===== src/rtl/stopwatch_timer_core_pkg.sv =====
// Shared types and field geometry for the stopwatch/countdown timer core.
package stopwatch_timer_core_pkg;

  typedef enum logic [1:0] {StIdle, StRun, StPause, StDone} sw_state_e;

  localparam int unsigned CsW  = 7;
  localparam int unsigned SecW = 6;
  localparam int unsigned MinW = 7;

  localparam int unsigned DefCsMax  = 99;
  localparam int unsigned DefSecMax = 59;
  localparam int unsigned DefMinMax = 99;

endpackage


===== src/rtl/stopwatch_timer_core_if.sv =====
// Control pulses, preload values and display/status outputs of the timer core.
interface stopwatch_timer_core_if;
  import stopwatch_timer_core_pkg::*;

  logic            start_stop;
  logic            clear;
  logic            lap;
  logic            mode_down;
  logic            load;
  logic [MinW-1:0] load_mins;
  logic [SecW-1:0] load_secs;

  logic [MinW-1:0] stopwatch_unit_mins;
  logic [SecW-1:0] stopwatch_unit_secs;
  logic [CsW-1:0]  stopwatch_unit_decs;
  logic            running;
  logic            lap_active;
  logic            stopwatch_overflow;
  logic            expired;

  modport master (
    output start_stop, clear, lap, mode_down, load, load_mins, load_secs,
    input  stopwatch_unit_mins, stopwatch_unit_secs, stopwatch_unit_decs,
    input  running, lap_active, stopwatch_overflow, expired
  );

  modport slave (
    input  start_stop, clear, lap, mode_down, load, load_mins, load_secs,
    output stopwatch_unit_mins, stopwatch_unit_secs, stopwatch_unit_decs,
    output running, lap_active, stopwatch_overflow, expired
  );

endinterface


===== src/rtl/stopwatch_timer_core_digit_counter.sv =====
// Mod-(MAX+1) up/down digit with sync clear and load; tc_o flags the wrap value
// (MAX going up, 0 going down) independent of en_i so the parent can chain carries.
module stopwatch_timer_core_digit_counter #(
  parameter int unsigned MAX = 99,
  parameter int unsigned W   = 7
) (
  input  logic         clk_i,
  input  logic         rst_i,
  input  logic         en_i,
  input  logic         dir_i,
  input  logic         clr_i,
  input  logic         load_i,
  input  logic [W-1:0] load_val_i,
  output logic [W-1:0] q_o,
  output logic         tc_o
);

  localparam logic [W-1:0] MaxV = W'(MAX);

  logic [W-1:0] q_d, q_q;

  always_comb begin
    q_d = q_q;
    if (clr_i) begin
      q_d = '0;
    end else if (load_i) begin
      q_d = load_val_i;
    end else if (en_i) begin
      if (dir_i) q_d = (q_q == '0) ? MaxV : q_q - 1'b1;
      else       q_d = (q_q == MaxV) ? '0 : q_q + 1'b1;
    end
  end

  always_ff @(posedge clk_i or posedge rst_i) begin
    if (rst_i) q_q <= '0;
    else       q_q <= q_d;
  end

  assign q_o  = q_q;
  assign tc_o = dir_i ? (q_q == '0) : (q_q == MaxV);

endmodule


===== src/rtl/stopwatch_timer_core.sv =====
// Min:sec:centisec stopwatch / countdown timer with run/pause, lap freeze, preload and
// selectable saturate-or-wrap overflow policy.
module stopwatch_timer_core
  import stopwatch_timer_core_pkg::*;
#(
  parameter int unsigned CLK_PER_TICK = 1,
  parameter int unsigned CS_MAX       = DefCsMax,
  parameter int unsigned SEC_MAX      = DefSecMax,
  parameter int unsigned MIN_MAX      = DefMinMax,
  parameter bit          WRAP_ON_OVF  = 1'b0
) (
  input logic                   CLK_100Hz,
  input logic                   reset,
  stopwatch_timer_core_if.slave sw
);

  if (CLK_PER_TICK < 1) begin : g_chk_cpt
    $error("CLK_PER_TICK must be at least 1");
  end
  if ($clog2(CS_MAX + 1) > CsW || $clog2(SEC_MAX + 1) > SecW ||
      $clog2(MIN_MAX + 1) > MinW) begin : g_chk_width
    $error("CS_MAX/SEC_MAX/MIN_MAX do not fit the 7/6/7-bit fields");
  end

  localparam int unsigned    PsW     = (CLK_PER_TICK > 1) ? $clog2(CLK_PER_TICK) : 1;
  localparam logic [PsW-1:0] PsLast  = PsW'(CLK_PER_TICK - 1);
  localparam logic [SecW-1:0] SecMaxV = SecW'(SEC_MAX);
  localparam logic [MinW-1:0] MinMaxV = MinW'(MIN_MAX);
  localparam logic [CsW-1:0]  CsOne   = CsW'(1);

  sw_state_e       state_d, state_q;
  logic [PsW-1:0]  ps_d, ps_q;
  logic            dir_d, dir_q;
  logic            lap_d, lap_q;
  logic            ovf_d, ovf_q;
  logic            exp_d, exp_q;
  logic [CsW-1:0]  snap_cs_q;
  logic [SecW-1:0] snap_sec_q;
  logic [MinW-1:0] snap_min_q;

  logic [CsW-1:0]  cs_q;
  logic [SecW-1:0] sec_q;
  logic [MinW-1:0] min_q;
  logic            cs_tc, sec_tc, min_tc;
  logic            cs_en, sec_en, min_en;
  logic [SecW-1:0] load_sec;
  logic [MinW-1:0] load_min;

  logic in_run, in_active, tick, tick_go, load_go, start_go, lap_go;
  logic up_ovf, sat_hold, down_end, cnt_clr;

  assign in_run    = (state_q == StRun);
  assign in_active = in_run || (state_q == StPause);
  assign tick      = in_run && (ps_q == PsLast);
  assign tick_go   = tick && !sw.clear;
  assign load_go   = sw.load && !sw.clear && (state_q == StIdle);
  assign start_go  = sw.start_stop && !sw.clear && !load_go;
  assign lap_go    = sw.lap && !sw.clear && !sw.start_stop && in_active;

  assign up_ovf   = tick_go && !dir_q && cs_tc && sec_tc && min_tc;
  assign sat_hold = up_ovf && !WRAP_ON_OVF;
  // Next value is 00:00:00 (or already there): force zero instead of borrowing to max.
  assign down_end = tick_go && dir_q && sec_tc && min_tc && (cs_q <= CsOne);
  assign cnt_clr  = sw.clear || down_end;

  assign cs_en  = tick_go && !sat_hold;
  assign sec_en = cs_en && cs_tc;
  assign min_en = sec_en && sec_tc;

  assign load_sec = (sw.load_secs > SecMaxV) ? SecMaxV : sw.load_secs;
  assign load_min = (sw.load_mins > MinMaxV) ? MinMaxV : sw.load_mins;

  stopwatch_timer_core_digit_counter #(.MAX(CS_MAX), .W(CsW)) u_cs (
    .clk_i(CLK_100Hz), .rst_i(reset), .en_i(cs_en), .dir_i(dir_q), .clr_i(cnt_clr),
    .load_i(load_go), .load_val_i('0), .q_o(cs_q), .tc_o(cs_tc)
  );
  stopwatch_timer_core_digit_counter #(.MAX(SEC_MAX), .W(SecW)) u_sec (
    .clk_i(CLK_100Hz), .rst_i(reset), .en_i(sec_en), .dir_i(dir_q), .clr_i(cnt_clr),
    .load_i(load_go), .load_val_i(load_sec), .q_o(sec_q), .tc_o(sec_tc)
  );
  stopwatch_timer_core_digit_counter #(.MAX(MIN_MAX), .W(MinW)) u_min (
    .clk_i(CLK_100Hz), .rst_i(reset), .en_i(min_en), .dir_i(dir_q), .clr_i(cnt_clr),
    .load_i(load_go), .load_val_i(load_min), .q_o(min_q), .tc_o(min_tc)
  );

  always_comb begin
    state_d = state_q;
    if (sw.clear) begin
      state_d = StIdle;
    end else begin
      unique case (state_q)
        StIdle:  if (start_go) state_d = StRun;
        StRun: begin
          if (down_end || sat_hold) state_d = StDone;
          else if (start_go)        state_d = StPause;
        end
        StPause: if (start_go) state_d = StRun;
        StDone:  state_d = StDone;
        default: state_d = StIdle;
      endcase
    end
  end

  always_comb begin
    ps_d = ps_q;
    if (sw.clear || !in_active) ps_d = '0;
    else if (in_run)            ps_d = tick ? '0 : ps_q + 1'b1;
    dir_d = (state_q == StIdle && start_go) ? sw.mode_down : dir_q;
    lap_d = sw.clear ? 1'b0 : (lap_go ? !lap_q : lap_q);
    ovf_d = sw.clear ? 1'b0 : (ovf_q || up_ovf);
    exp_d = down_end;
  end

  always_ff @(posedge CLK_100Hz or posedge reset) begin
    if (reset) begin
      state_q <= StIdle;
      ps_q    <= '0;
      dir_q   <= 1'b0;
      lap_q   <= 1'b0;
      ovf_q   <= 1'b0;
      exp_q   <= 1'b0;
    end else begin
      state_q <= state_d;
      ps_q    <= ps_d;
      dir_q   <= dir_d;
      lap_q   <= lap_d;
      ovf_q   <= ovf_d;
      exp_q   <= exp_d;
    end
  end

  // Snapshot takes the pre-tick live value when a lap and a tick share an edge.
  always_ff @(posedge CLK_100Hz or posedge reset) begin
    if (reset) begin
      snap_cs_q  <= '0;
      snap_sec_q <= '0;
      snap_min_q <= '0;
    end else if (lap_go && !lap_q) begin
      snap_cs_q  <= cs_q;
      snap_sec_q <= sec_q;
      snap_min_q <= min_q;
    end
  end

  always_comb begin
    sw.running             = in_run;
    sw.lap_active          = lap_q;
    sw.stopwatch_overflow  = ovf_q;
    sw.expired             = exp_q;
    sw.stopwatch_unit_mins = lap_q ? snap_min_q : min_q;
    sw.stopwatch_unit_secs = lap_q ? snap_sec_q : sec_q;
    sw.stopwatch_unit_decs = lap_q ? snap_cs_q  : cs_q;
  end

endmodule


===== src/flat_wrapper.sv =====
// flat-port wrapper written by rule: the top's interface ports become plain ports
module stopwatch_timer_core_flat import stopwatch_timer_core_pkg::*;
#(
  parameter int unsigned CLK_PER_TICK = 1,
  parameter int unsigned CS_MAX       = DefCsMax,
  parameter int unsigned SEC_MAX      = DefSecMax,
  parameter int unsigned MIN_MAX      = DefMinMax,
  parameter bit          WRAP_ON_OVF  = 1'b0
)
  (CLK_100Hz, reset, sw_start_stop, sw_clear, sw_lap, sw_mode_down, sw_load, sw_load_mins, sw_load_secs, sw_stopwatch_unit_mins, sw_stopwatch_unit_secs, sw_stopwatch_unit_decs, sw_running, sw_lap_active, sw_stopwatch_overflow, sw_expired);
  stopwatch_timer_core_if sw_i ();
  input logic CLK_100Hz;
  input logic reset;
  input wire logic [$bits(sw_i.start_stop)-1:0] sw_start_stop;
  input wire logic [$bits(sw_i.clear)-1:0] sw_clear;
  input wire logic [$bits(sw_i.lap)-1:0] sw_lap;
  input wire logic [$bits(sw_i.mode_down)-1:0] sw_mode_down;
  input wire logic [$bits(sw_i.load)-1:0] sw_load;
  input wire logic [$bits(sw_i.load_mins)-1:0] sw_load_mins;
  input wire logic [$bits(sw_i.load_secs)-1:0] sw_load_secs;
  output wire logic [$bits(sw_i.stopwatch_unit_mins)-1:0] sw_stopwatch_unit_mins;
  output wire logic [$bits(sw_i.stopwatch_unit_secs)-1:0] sw_stopwatch_unit_secs;
  output wire logic [$bits(sw_i.stopwatch_unit_decs)-1:0] sw_stopwatch_unit_decs;
  output wire logic [$bits(sw_i.running)-1:0] sw_running;
  output wire logic [$bits(sw_i.lap_active)-1:0] sw_lap_active;
  output wire logic [$bits(sw_i.stopwatch_overflow)-1:0] sw_stopwatch_overflow;
  output wire logic [$bits(sw_i.expired)-1:0] sw_expired;
  assign sw_i.start_stop = sw_start_stop;
  assign sw_i.clear = sw_clear;
  assign sw_i.lap = sw_lap;
  assign sw_i.mode_down = sw_mode_down;
  assign sw_i.load = sw_load;
  assign sw_i.load_mins = sw_load_mins;
  assign sw_i.load_secs = sw_load_secs;
  assign sw_stopwatch_unit_mins = sw_i.stopwatch_unit_mins;
  assign sw_stopwatch_unit_secs = sw_i.stopwatch_unit_secs;
  assign sw_stopwatch_unit_decs = sw_i.stopwatch_unit_decs;
  assign sw_running = sw_i.running;
  assign sw_lap_active = sw_i.lap_active;
  assign sw_stopwatch_overflow = sw_i.stopwatch_overflow;
  assign sw_expired = sw_i.expired;
  stopwatch_timer_core #(.CLK_PER_TICK(CLK_PER_TICK), .CS_MAX(CS_MAX), .SEC_MAX(SEC_MAX), .MIN_MAX(MIN_MAX), .WRAP_ON_OVF(WRAP_ON_OVF)) u_core (.CLK_100Hz(CLK_100Hz), .reset(reset), .sw(sw_i));
endmodule

===== config.mk =====
export PLATFORM = sky130hd
export DESIGN_NAME = stopwatch_timer_core_flat
export DESIGN_NICKNAME = d
export VERILOG_FILES = /design/src/rtl/stopwatch_timer_core_pkg.sv /design/src/rtl/stopwatch_timer_core_if.sv /design/src/rtl/stopwatch_timer_core_digit_counter.sv /design/src/rtl/stopwatch_timer_core.sv /design/src/flat_wrapper.sv
export SDC_FILE = /design/constraint.sdc
export NUM_CORES = 1
export LEC_CHECK = 0
export BUFFER_PORTS_ARGS = -buffer_cell sky130_fd_sc_hd__buf_4
export CELL_PAD_IN_SITES_DETAIL_PLACEMENT = 1
export CELL_PAD_IN_SITES_GLOBAL_PLACEMENT = 1
export CORE_MARGIN = 10
export CORE_UTILIZATION = 30
export CTS_CLUSTER_SIZE = 12
export DETAILED_ROUTE_END_ITERATION = 10
export PLACE_DENSITY_LB_ADDON = 0.1
export SETUP_SLACK_MARGIN = 0.15
export SLEW_MARGIN = 20
export SYNTH_ARGS = -nofsm -noshare
export SYNTH_HDL_FRONTEND = slang
export SYNTH_SLANG_ARGS = --single-unit

===== constraint.sdc =====
create_clock -name CLK_100Hz -period 2.2 [get_ports CLK_100Hz]
set_input_delay 0.22 -clock CLK_100Hz [delete_from_list [all_inputs] [get_ports CLK_100Hz]]
set_output_delay 0.22 -clock CLK_100Hz [all_outputs]
set_load 0.05 [all_outputs]

==> reports/summary.txt <==
Main combinational cell family by area after synthesis: compound AO/OA/AOI/OAI gates
Status: finished, violations left
Overall Global Routing Usage: 0.159
Setup crit end kind: flop
Largest net degree at the start of global routing: 32
Port Buffers: 43
Max_cap viols: 0
Placed cell count: 625
Post-DP HPWL: 9470 um
Distinct cells, synth: 69
Cts bufs inserted: 5
Failing checks: setup timing
Seq cells post-synth: 47
Critical Path Start Type: flop
Nets: 549
Pwr per Cell Area: 1410 nW/um^2
Die area: 16300 um^2
Leakage: 2.30 nW
Mean area per synthesized cell: 8.92 um^2
Vias in the first global route: 3761
Post-Syn Instances: 391
Drt total wl: 13100 um
Slew Viols, Final: 0
Clock Path Buffers: 2
First-pass GRT wire length: 20800 um
Hold Crit Class: in2reg
Core ar.: 11400 um^2
GPL Wtd Cong: 0.889
Worst-path clk slew: 0.07 ns
Peak supply drop: 0.000485 V
Post-Syn Area: 3490 um^2
IO Pins: 44
Complex-gate fraction of the synthesized area: 0.228
TritonCTS clock tree: built
Fmax: 0.448 GHz
Fin crit share: 1.01
Via count: 3494
Post-layout instance area: 5150 um^2
Worst-Skew Late Latency: 0.31 ns
Setup Skew: 0.0108 ns
Die H: 128 um
Worst Hold Launch: sw_clear
# H-tree levels: 2
Area grow syn2layout: 47.7%
Row cnt: 39
Reg2reg end: u_core.u_cs.q_o[5]$_DFFE_PP0P_
Clock Sinks: 47
Post-synthesis simple-gate area fraction: 0.191
Post-synth top flop: dfrtp_1
Initial antenna violation count: 0
R2R Path Start: u_core.u_sec.q_o[0]$_DFFE_PP0P_
Number of flops mapped to enable cells by yosys: 0
Die X: 128 um
Adder-Cell Fraction of Synth Area: 0.0503
Post-route insts no fill: 659
Reg2Reg Depth: 10
Antenna viol nets, final: 0
Critical Path RT: 2.43 ns
Iteration-0 DRC Markers: 234
Vias per cell: 5.30
Synth Warn #: 0
Unrepaired setup endpoints after global routing: yes
Pre-Repair DR Iteration Count: 4
WHS Path Cells: 2
Dpl cell area: 4470 um^2
Post-synthesis sequential area ratio: 0.337
Final setup violation count: 3
Critical Path AT: 2.47 ns
Total global routing overflow: 0
Asr flop ratio synth: 1.00
CP Class: reg2reg
Crit path max fanout: 6
Final WS setup: -0.0317 ns
Hold Path End: u_core.sw.stopwatch_overflow$_DFF_PP0_
Mux cell area share after synthesis: 0.115
DR DRC count: 0
Relative slew slack: 0.681
Final Hold Vio Count: 0
Diodes inserted: 0
CTS root buf: clkbuf_16
Worst Max-Slew Pin Slew: 0.473 ns
Fraction of layout cells with a size suffix above 1: 0.479
Routed len/inst: 19.8 um
Reg2Reg Setup Slack: -0.03 ns
Minimum clock period: 2.23 ns
Syn Nets: 425
XOR/XNOR share of the synthesized area: 0.0251
Starting density of the core: 0.305
power by group:
part | internal, W | switching [W]
Sequential | 0.00112 | 0.000259
Combinational | 0.00225 | 0.00282
Clock | 0.000417 | 0.000388
sequential cells by signal (all words and copies together) (netlist names):
signal and cells:
u_core.snap_min_q 7, u_core.sw.expired 1, u_core.sw.lap_active 1, u_core.sw.stopwatch_overflow 1
u_core.dir_q 1, u_core.u_cs.q_o 7, u_core.u_sec.q_o 6, u_core.u_min.q_o 7
u_core.ps_q 1, u_core.state_q 2, u_core.snap_cs_q 7, u_core.snap_sec_q 6
logic make-up (layout without fill, tap and decap cells):
kind of cell,after synthesis,in the layout
and+or+nand+nor,125,125
AOI/OAI and AO/OA,113,113
DFF,47,47
buffers and inverters,46,171
muxes,36,36
adders and majority gates,14,14
xor gates and xnor gates,10,10
through the flow:
step / power [W] / TNS (ns) / utilization / hold WS (ns) / setup slack [ns]
CTS: 0.00700 / -0.0115 / 0.435 / 0.156 / -0.0115
detailed placement: 0.00570 / -0.123 / 0.392 / 0.243 / -0.0955
floorplan: 0.00404 / -0.0377 / - / 0.286 / -0.0377
finish: 0.00726 / -0.0573 / 0.451 / 0.155 / -0.0317
global placement: 0.00563 / -0.0356 / 0.392 / 0.245 / -0.0356
global route: 0.00777 / -0.644 / 0.451 / 0.157 / -0.109
synth_stat cells (9+ instances only):
cell       n  area, um^2
nor2_1    21        78.8
clkbuf_1  19        71.3
inv_1     16        60.1
nand2_1   35         131
nand3_1   19        95.1
a31oi_1    9        56.3
dfrtp_1   47        1180
ha_1      14         175
a21oi_1   24         120
nor3_1    11        55.1
mux2_2    32         360
o21ai_0   24         120
cell type report:
class                           instances  area [um^2]
Tap cell                              143          179
Multi-Input combinational cell        298         2430
Clock buffer                            5          125
Sequential cell                        47         1180
Inverter                               16         60.1
Fill cell                            1338         6270
Clock inverter                          3         15.0
Timing Repair Buffer                  147         1160
timing repair:
| action | CTS | global route |
|---|---|---|
| cloned | 2 | 1 |
| pin swaps | 17 | 14 |
| hold endpoints to repair | 16 | 0 |
| setup endpoints to repair | 22 | 44 |
| hold buffers | 1 | 0 |
| setup buffers | 16 | 6 |
| resized for setup | 44 | 29 |
worst max-delay path: stages, from the launching register on:
cell and delay (ns):
dfrtp_1 0.44, ha_4 0.18, nand2b_4 0.05, or3_4 0.39, a221oi_4 0.34, buf_4 0.16, buf_6 0.09, a21oi_4 0.05
buf_6 0.14, a21bo_2 0.20, a21oi_2 0.10
metal layers:
layer  vias to the layer above  GRT usage  share of wire
met5                         -          0              0
met4                         0     0.0411          0.021
met3                        16     0.0368          0.034
met2                        39      0.258           0.48
met1                      1753      0.207           0.47
li1                       1686          -              -
how the worst max path moves through the flow:
stage | start | endpoint | cells past startpoint | slack (ns)
CTS | u_core.u_sec.q_o[1]$_DFFE_PP0P_ | u_core.state_q[0]$_DFFE_PP0P_ | 7 | -0.01
global route | u_core.u_sec.q_o[0]$_DFFE_PP0P_ | u_core.state_q[0]$_DFFE_PP0P_ | 7 | -0.11
floorplan | u_core.u_sec.q_o[0]$_DFFE_PP0P_ | u_core.state_q[0]$_DFFE_PP0P_ | 8 | -0.04
global placement | u_core.u_sec.q_o[0]$_DFFE_PP0P_ | u_core.state_q[0]$_DFFE_PP0P_ | 8 | -0.04
detailed placement | u_core.u_sec.q_o[0]$_DFFE_PP0P_ | u_core.state_q[0]$_DFFE_PP0P_ | 8 | -0.1
finish | u_core.u_sec.q_o[0]$_DFFE_PP0P_ | u_core.u_cs.q_o[5]$_DFFE_PP0P_ | 10 | -0.03
cells in the final DEF, fill, tap and decap left out, types with 4 or more instances in the layout:
cell,count
clkbuf_16,5
mux2_2,32
a21oi_1,14
buf_4,137
nand4_1,5
o31ai_1,4
ha_1,11
a31oi_1,9
buf_6,7
nor2_1,19
a21oi_4,4
nand2_1,33
nand3_2,4
o21ai_0,16
xnor2_1,4
dfrtp_1,45
xor2_1,6
nand3_1,16
nor3_1,10
inv_1,13
and2_1,4
o21ai_1,9
a21oi_2,6
No activity file was read; power rests on OpenSTA's default activity.
